File: config.mk
export PLATFORM = sky130hd
export DESIGN_NAME = jump_target_unit
export DESIGN_NICKNAME = d
export VERILOG_FILES = /design/src/rtl/jtu_pkg.sv /design/src/rtl/jtu_ras.sv /design/src/rtl/jump_target_unit.sv
export SDC_FILE = /design/constraint.sdc
export NUM_CORES = 1
export LEC_CHECK = 0
export BUFFER_PORTS_ARGS = -buffer_cell sky130_fd_sc_hd__buf_2
export CAP_MARGIN = 15
export CORE_UTILIZATION = 40
export CTS_CLUSTER_SIZE = 8
export DETAILED_ROUTE_END_ITERATION = 10
export PLACE_DENSITY_LB_ADDON = 0.25
export SYNTH_ARGS = -nofsm -noshare
export SYNTH_HDL_FRONTEND = slang
export SYNTH_HIERARCHICAL = 1
export SYNTH_SLANG_ARGS = --single-unit
File: constraint.sdc
create_clock -name clk -period 4.3 [get_ports clk]
set_clock_uncertainty 0.15 [all_clocks]
set_input_delay 0.645 -clock clk [delete_from_list [all_inputs] [get_ports clk]]
set_output_delay 0.645 -clock clk [all_outputs]
set_load 0.05 [all_outputs]
File: src/rtl/jtu_pkg.sv
// Shared types and default sizes for the jump target unit.
package jtu_pkg;

   typedef enum logic [2:0] {
      SEQ  = 3'd0,
      JABS = 3'd1,
      JLBL = 3'd2,
      BREL = 3'd3,
      CALL = 3'd4,
      RET  = 3'd5
   } jtu_mode_e;

   localparam int JTU_PC_W      = 16;
   localparam int JTU_DEPTH     = 16;
   localparam int JTU_RAS_DEPTH = 4;

endpackage

File: src/rtl/jtu_ras.sv
// Return-address stack: LIFO of PC_W-wide entries with full/empty status.
module jtu_ras #(
   parameter int PC_W      = 16,
   parameter int RAS_DEPTH = 4
) (
   input  logic            clk,
   input  logic            reset,
   input  logic            push,
   input  logic            pop,
   input  logic [PC_W-1:0] push_data,
   output logic [PC_W-1:0] top_data,
   output logic            full,
   output logic            empty
);

   localparam int PTR_W = (RAS_DEPTH > 1) ? $clog2(RAS_DEPTH) : 1;
   localparam int CNT_W = $clog2(RAS_DEPTH + 1);

   logic [PC_W-1:0]  stack_reg [RAS_DEPTH];
   logic [CNT_W-1:0] count_reg;
   logic [PTR_W-1:0] wr_ptr;
   logic [PTR_W-1:0] rd_ptr;

   assign wr_ptr   = PTR_W'(count_reg);
   assign rd_ptr   = PTR_W'(count_reg - 1'b1);
   assign full     = (count_reg == CNT_W'(RAS_DEPTH));
   assign empty    = (count_reg == '0);
   assign top_data = empty ? '0 : stack_reg[rd_ptr];

   // Only the occupancy count is reset; entry contents are dead once the count drops.
   always_ff @(posedge clk) begin
      if (reset) begin
         count_reg <= '0;
      end else if (push && !full) begin
         count_reg <= count_reg + 1'b1;
      end else if (pop && !empty) begin
         count_reg <= count_reg - 1'b1;
      end
   end

   genvar gi;
   generate
      for (gi = 0; gi < RAS_DEPTH; gi++) begin : g_entry
         always_ff @(posedge clk) begin
            if (push && !full && (wr_ptr == PTR_W'(gi))) begin
               stack_reg[gi] <= push_data;
            end
         end
      end
   endgenerate

endmodule

File: src/rtl/jump_target_unit.sv
// Next-PC generator: PC register, writable label table, next-pc mux and return-address stack.
module jump_target_unit
   import jtu_pkg::*;
#(
   parameter int          PC_W      = JTU_PC_W,
   parameter int          DEPTH     = JTU_DEPTH,
   parameter int          RAS_DEPTH = JTU_RAS_DEPTH,
   parameter logic [PC_W-1:0] RESET_PC = '0,
   localparam int         IDX_W     = (DEPTH > 1) ? $clog2(DEPTH) : 1
) (
   input  logic             clk,
   input  logic             reset,
   input  logic             stall,
   input  logic [2:0]       mode,
   input  logic [PC_W-1:0]  abs_target,
   input  logic [IDX_W-1:0] label_idx,
   input  logic [PC_W-1:0]  rel_offset,
   input  logic             cond,
   input  logic             lbl_we,
   input  logic [IDX_W-1:0] lbl_waddr,
   input  logic [PC_W-1:0]  lbl_wdata,
   output logic [PC_W-1:0]  pc,
   output logic             taken,
   output logic             ras_overflow,
   output logic             ras_underflow
);

   logic [PC_W-1:0] tbl_reg [DEPTH];
   logic [PC_W-1:0] pc_reg, pc_next;
   logic            taken_reg, taken_next;
   logic            ovf_reg, unf_reg;
   logic            ovf_set, unf_set;
   logic            push, pop;
   logic            ras_full, ras_empty;
   logic [PC_W-1:0] ras_top;
   logic [PC_W-1:0] tbl_rd;
   logic            idx_valid, waddr_valid;
   jtu_mode_e       mode_e;

   assign mode_e      = jtu_mode_e'(mode);
   assign idx_valid   = (32'(label_idx) < DEPTH);
   assign waddr_valid = (32'(lbl_waddr) < DEPTH);

   // Write-first lookup so a label written this cycle can be jumped to in the same cycle.
   assign tbl_rd = (lbl_we && waddr_valid && (lbl_waddr == label_idx)) ? lbl_wdata
                 : (idx_valid ? tbl_reg[label_idx] : '0);

   always_comb begin
      pc_next    = pc_reg + 1'b1;
      taken_next = 1'b0;
      push       = 1'b0;
      pop        = 1'b0;
      ovf_set    = 1'b0;
      unf_set    = 1'b0;
      case (mode_e)
         JABS: begin
            pc_next    = abs_target;
            taken_next = 1'b1;
         end
         JLBL: begin
            if (idx_valid) begin
               pc_next    = tbl_rd;
               taken_next = 1'b1;
            end
         end
         BREL: begin
            if (cond) begin
               pc_next    = pc_reg + rel_offset;
               taken_next = 1'b1;
            end
         end
         CALL: begin
            if (idx_valid) begin
               pc_next    = tbl_rd;
               taken_next = 1'b1;
               if (ras_full) ovf_set = 1'b1;
               else          push    = 1'b1;
            end
         end
         RET: begin
            if (!ras_empty) begin
               pc_next    = ras_top;
               taken_next = 1'b1;
               pop        = 1'b1;
            end else begin
               unf_set = 1'b1;
            end
         end
         default: ;
      endcase
   end

   jtu_ras #(
      .PC_W      (PC_W),
      .RAS_DEPTH (RAS_DEPTH)
   ) u_ras (
      .clk       (clk),
      .reset     (reset),
      .push      (push && !stall),
      .pop       (pop && !stall),
      .push_data (pc_reg + 1'b1),
      .top_data  (ras_top),
      .full      (ras_full),
      .empty     (ras_empty)
   );

   always_ff @(posedge clk) begin
      if (reset) begin
         pc_reg    <= RESET_PC;
         taken_reg <= 1'b0;
         ovf_reg   <= 1'b0;
         unf_reg   <= 1'b0;
      end else if (!stall) begin
         pc_reg    <= pc_next;
         taken_reg <= taken_next;
         ovf_reg   <= ovf_reg | ovf_set;
         unf_reg   <= unf_reg | unf_set;
      end
   end

   // Table writes proceed regardless of stall.
   genvar gi;
   generate
      for (gi = 0; gi < DEPTH; gi++) begin : g_tbl
         always_ff @(posedge clk) begin
            if (reset) begin
               tbl_reg[gi] <= '0;
            end else if (lbl_we && (lbl_waddr == IDX_W'(gi))) begin
               tbl_reg[gi] <= lbl_wdata;
            end
         end
      end
   endgenerate

   assign pc            = pc_reg;
   assign taken         = taken_reg;
   assign ras_overflow  = ovf_reg;
   assign ras_underflow = unf_reg;

endmodule

## Word-level counts from Yosys, hierarchy flattened

Memories as Yosys holds them, arrays and structs flattened.
Index checks and enable logic that the tools add are counted.

- Flip-flop bits (word level): 22
- RAM bits: 320
- Output and inout bits: 19
- Memories kept: 2

- Add/subtract/negate cells: 4
- Eq/ne operators: 25
- Mux-type cells: 99
- Bitwise gates (word level): 18
- Reductions and logical operators: 37

Memories:

| memory | depth | width | read ports | clocked after memory_dff | wr ports | line | text |
|---|---|---|---|---|---|---|---|
| tbl_reg | 16 | 16 | 1 | 0 | 16 | jump_target_unit.sv:28 | `logic [PC_W-1:0] tbl_reg [DEPTH];` |
| u_ras.stack_reg | 4 | 16 | 1 | 0 | 1 | jtu_ras.sv:19 | `logic [PC_W-1:0] stack_reg [RAS_DEPTH];` |

Operator list:

| kind | number |
|---|---|
| $mux 16 | 22 |
| $mux 1 | 70 |
| $pmux 16 s4 | 1 |
| $reduce_or 16->1 | 3 |
| $eq 4x4->1 const B | 8 |
| $logic_and 1x1->1 | 25 |
| $or 1x1->1 | 18 |
| $add 16x1->16 const B | 1 |
| $add 16x16->16 | 1 |
| $eq 4x3->1 const B | 4 |
| $eq 3x3->1 const B | 3 |
| $eq 4x2->1 const B | 2 |
| $eq 3x2->1 const B | 2 |
| $mux 2 | 3 |
| $mux 3 | 2 |
| $eq 2x2->1 const B | 2 |
| $eq 4x1->1 const B | 1 |
| $eq 4x4->1 | 1 |
| $logic_not 4->1 | 1 |
| $add 3x1->3 const B | 1 |
| $eq 3x1->1 const B | 1 |
| $logic_not 1->1 | 3 |
| $logic_not 3->1 | 1 |
| $pmux 1 s3 | 1 |
| 6 further kinds | 6 |

## Longest topological paths before layout

- Depth after elaboration: 12
- Mapped depth: 12

## Cells and area by module

The synthesis kept the hierarchy.

By module, submodules not included:

| module | times used | cells each | area an instance (µm²) | seq. area each (µm²) |
|---|---|---|---|---|
| jump_target_unit | 1 | 1,099 | 14,227.4 | 8,067.7 |
| jtu_ras | 1 | 134 | 2,696.3 | 1,981.9 |

## Least setup slack after synthesis

No wires, ideal clock.

- Path type: register to register
- Start: register u_ras.count_reg[0]
- End: register u_ras.count_reg[1]
- Setup time: 0.074 ns
- Arrival: 2.730 ns
- Path slack: 1.346 ns
- Cell stages (with the launch flop): 13
- Path buffers: 3
- Period minus slack after synthesis: 2.954 ns
- Path through: dfxtp_1 buf_6 buf_6 inv_1 ha_1 ha_1 nor2b_1 nor2b_1 clkbuf_1 and2_1 nand2b_1 or3_1 a31oi_1

- Longest elaborated chain between the ends: 6

RTL lines:

| what | line | text |
|---|---|---|
| from (decl) | jtu_ras.sv:20 | `logic [CNT_W-1:0] count_reg;` |
| from (signal assigned) | jtu_ras.sv:35 | `count_reg <= count_reg + 1'b1;` |
| from (signal assigned) | jtu_ras.sv:37 | `count_reg <= count_reg - 1'b1;` |
| $logic_not 3->1 * | jtu_ras.sv:27 | `assign empty = (count_reg == '0);` |
| net ras_empty | jump_target_unit.sv:34 | `logic ras_full, ras_empty;` |
| $mux 1 | jump_target_unit.sv:81 | `if (!ras_empty) begin` |
| $mux 1 | jump_target_unit.sv:55 | `case (mode_e)` |
| $logic_and 1x1->1 | jump_target_unit.sv:100 | `.pop (pop && !stall),` |
| $logic_and 1x1->1 * | jtu_ras.sv:36 | `end else if (pop && !empty) begin` |
| $reduce_bool 2->1 (no source line) * | n/a |  |

The timed path passes the listed nets; every way through them passes the cells marked *. The select of a mux whose other input is x is not followed.
A chain may end at the register's enable or synchronous reset.

## Worst setup path in the final report

- Start: register u_ras.count_reg[1]
- End: register pc_reg[6], in the netlist pc[6]

- Longest elaborated chain between the ends: 4

RTL lines:

| what | line | text |
|---|---|---|
| $sub 3x1->3 | n/a |  |
| $mem_v2 4x16 | n/a |  |
| net ras_top[6] | jump_target_unit.sv:35 | `logic [PC_W-1:0] ras_top;` |
| $mux 16 | jump_target_unit.sv:81 |  |
| $pmux 16 s4 | jump_target_unit.sv:55 |  |
| to (signal assigned) | jump_target_unit.sv:114 | `pc_reg <= pc_next;` |
| to (decl) | jump_target_unit.sv:29 | `logic [PC_W-1:0] pc_reg, pc_next;` |

The timed path passes the listed nets, and every way through them passes these cells.

==> flow_summary.json <==
{
  "final-hold-violation-count": 0,
  "tightest_slew_ps": 1074,
  "crit_path_end_kind": "register",
  "netlist_area_um2": 16920,
  "largest_reg_flops": 256,
  "post_synth.cell_area_avg_um2": 13.73,
  "min-delay-start": "ras_underflow",
  "fmax_mhz": 303.8,
  "synth_edf_count": 320,
  "drt_iter0_markers": 1035,
  "min_period_ps": 3291,
  "portBuffers": 82,
  "gr-total-overflow": 0,
  "synth_nets": 1320,
  "hold_buffers": 0,
  "synthAdderAreaFrac_pct": 1.745,
  "power.leakage_uw": 0.006844,
  "crit_slowest_cell": "ha_1",
  "firstDrtPassIters": 5,
  "vias": 10810,
  "crit_buf_inv": 1,
  "hpwl_um": 31130,
  "yosys.area_share.xor_xnor_pct": 1.242,
  "vdd_drop_max_uv": 293.5,
  "crit_required_ps": 4550,
  "clockBufferDepth": 3,
  "grt_first_pass_wirelength_um": 70670,
  "path_cells": "inv_1 -> ha_1 -> mux4_2 -> nor2b_1 -> a21oi_1 -> o21ai_0 -> a221oi_1 -> a31oi_1",
  "cp_max_fo": 18,
  "p_clk_share_pct": 41.9,
  "die_h_um": 207.7,
  "cts_post_setup_buffers_inserted": 0,
  "layout-drive-gt1-share_pct": 21.50,
  "synth_seq_cells": 342,
  "critPathTopFamily": "compound AO/OA/AOI/OAI gates",
  "synth_top_family_by_area": "simple AND/OR/NAND/NOR gates",
  "yosys_most_used_dff": "edfxtp_1",
  "clkSinkCount": 342,
  "ys_types": 58,
  "initial_utilization_pct": 40.98,
  "status": "finished, final reports clean",
  "switching_share_pct": 24.03,
  "worstReg2RegStart": "u_ras/count_reg[1]",
  "ys_seq_area_share_pct": 59.38,
  "internal_power_uw": 6172,
  "combinationalPowerShare_pct": 10.2,
  "synth_compound_area_share_pct": 7.083,
  "viasPerCell": 5.802,
  "rows": 74,
  "final_max_slew_viol_count": 0,
  "synthSimpleGateAreaFrac_pct": 15.33,
  "p_seq_share_pct": 47.9,
  "antenna_found_initial": 3,
  "slowest_delay_ps": 910,
  "drc_errors": 0,
  "routed_wl_um": 48070,
  "worstSkewPairLatency_ps": 570,
  "gp_congestion": 0.8433,
  "core_area_um2": 41290,
  "slew_headroom_pct": 28.43,
  "cts_buffers": 48,
  "switching_power_uw": 1952,
  "rsz0062_at_grt": "no",
  "ioPinCount": 83,
  "syn2layout_area_growth_pct": 14.24,
  "dieArea_um2": 43140,
  "finalSetupTns_ps": 0,
  "cp-start-kind": "register",
  "wl_per_cell_um": 25.80,
  "cts_resized": 0,
  "num-nets-final": 1402,
  "min_path_type": "register to register",
  "grt_start_max_net_pins": 49,
  "root_buffer": "clkbuf_16",
  "arrival_ps": 3540,
  "grt_pass1_vias": 10700,
  "htreeDepth": 2,
  "yosys_warnings": 6,
  "drtAntennaViolNets": 0,
  "fp.dieW_um": 207.7,
  "power_density_nw_per_um2": 420.2,
  "crit_path_start": "u_ras/count_reg[1]",
  "async_flop_share_pct": 0,
  "synth_mux_area_share_pct": 12.29,
  "setup_viol": 0,
  "clk_pin_slew_worst_paths_ps": 50,
  "critical_path_class": "register to register",
  "cts_tree": "done",
  "period_share_pct": 76.54,
  "maxCapViolations": 0,
  "final_util_pct": 46.82,
  "grt_usage_pct": 22.34,
  "synth_cells": 1233
}
worst min-delay path, stage by stage, from the launching register on:
cell	delay [ps]
dfxtp_1	320
a31oi_1	40
nor2_1	60
placed cells by master, fill, tap and decap left out, types with 16 or more instances in the layout:
master       n
nor2_1      40
a21o_1      16
nand3_1     16
nor4_1      19
o21ai_0     18
buf_4       45
buf_2       81
clkbuf_16   49
mux4_2      85
dfxtp_1     22
nand2_1     42
a21oi_1     34
and2_1     234
nor3_1      30
nor2b_1     30
edfxtp_1   320
xnor2_1     16
ha_1        22
inv_1       21
final cells by class:
class | instances | area, um2
multi-input combinational | 773 | 6425
tap | 532 | 665.6
inverter | 22 | 82.58
fill | 3676 | 21960
antenna | 1 | 2.502
clock inverter | 2 | 46.29
sequential | 342 | 10050
timing repair buffer | 128 | 783.3
clock buffer | 63 | 1279
metrics by stage:
step                      setup slack, ps  power (uW)  instances  cell area, um2  hold slack [ps]
after floorplan                      1346        4461       1233           16920            350.1
after global placement              960.0        4765       1797           18010            299.6
after detailed placement            952.7        4779       1797           18010            309.9
after CTS                            1098        8175       1862           19330            321.4
after global routing                933.6        8370       1863           19330            351.3
final                                1009        8124       1863           19330            308.0
layer usage:
metal | global-route usage [%] | vias to the layer above | part of all wire, %
met1 | 29.04 | 5448 | 41
met2 | 37.90 | 456 | 50
li1 | - | 4823 | -
met3 | 3.449 | 82 | 6.7
met5 | 0 | - | 0
met4 | 8.148 | 0 | 3.0
logic make-up after synthesis:
| logic type | count (synthesis) |
|---|---|
| xor+xnor | 24 |
| fa+ha+maj | 23 |
| mux | 101 |
| flops | 342 |
| simple gates | 454 |
| compound gates | 171 |
| buf+inv | 118 |
power groups by stage:
stage	Sequential [uW]	Clock, uW	Combinational (uW)
after floorplan	3960	0	498
after global placement	3950	0	818
after detailed placement	3950	0	826
after CTS	3890	3460	829
after global routing	3900	3580	884
final	3890	3410	826
final timing paths:
check | to | slack, ps | cells past startpoint
worst max-delay path | pc[6] | 1010 | 8
worst min register to register | ras_underflow | 310 | 2
worst min-delay path | ras_underflow | 310 | 2
worst max register to register | pc[6] | 1010 | 8
synth_stat cells (13+ instances only):
master / n / area [um2]
and2_1: 234 / 1464
xnor2_1: 16 / 140.1
nor2b_1: 30 / 187.7
nand2_1: 42 / 157.7
ha_1: 22 / 275.3
mux4_2: 85 / 1914
nor3_1: 30 / 150.1
a221oi_1: 14 / 122.6
nor4_1: 19 / 118.9
edfxtp_1: 320 / 9609
a21oi_1: 34 / 170.2
clkbuf_1: 75 / 281.5
nor2_1: 41 / 153.9
o21ai_0: 18 / 90.09
nand3_1: 16 / 80.08
o21bai_1: 19 / 142.6
a31oi_1: 13 / 81.33
inv_1: 21 / 78.83
a21o_1: 16 / 120.1
dfxtp_1: 22 / 440.4
Power figures use the tool's default switching activity.
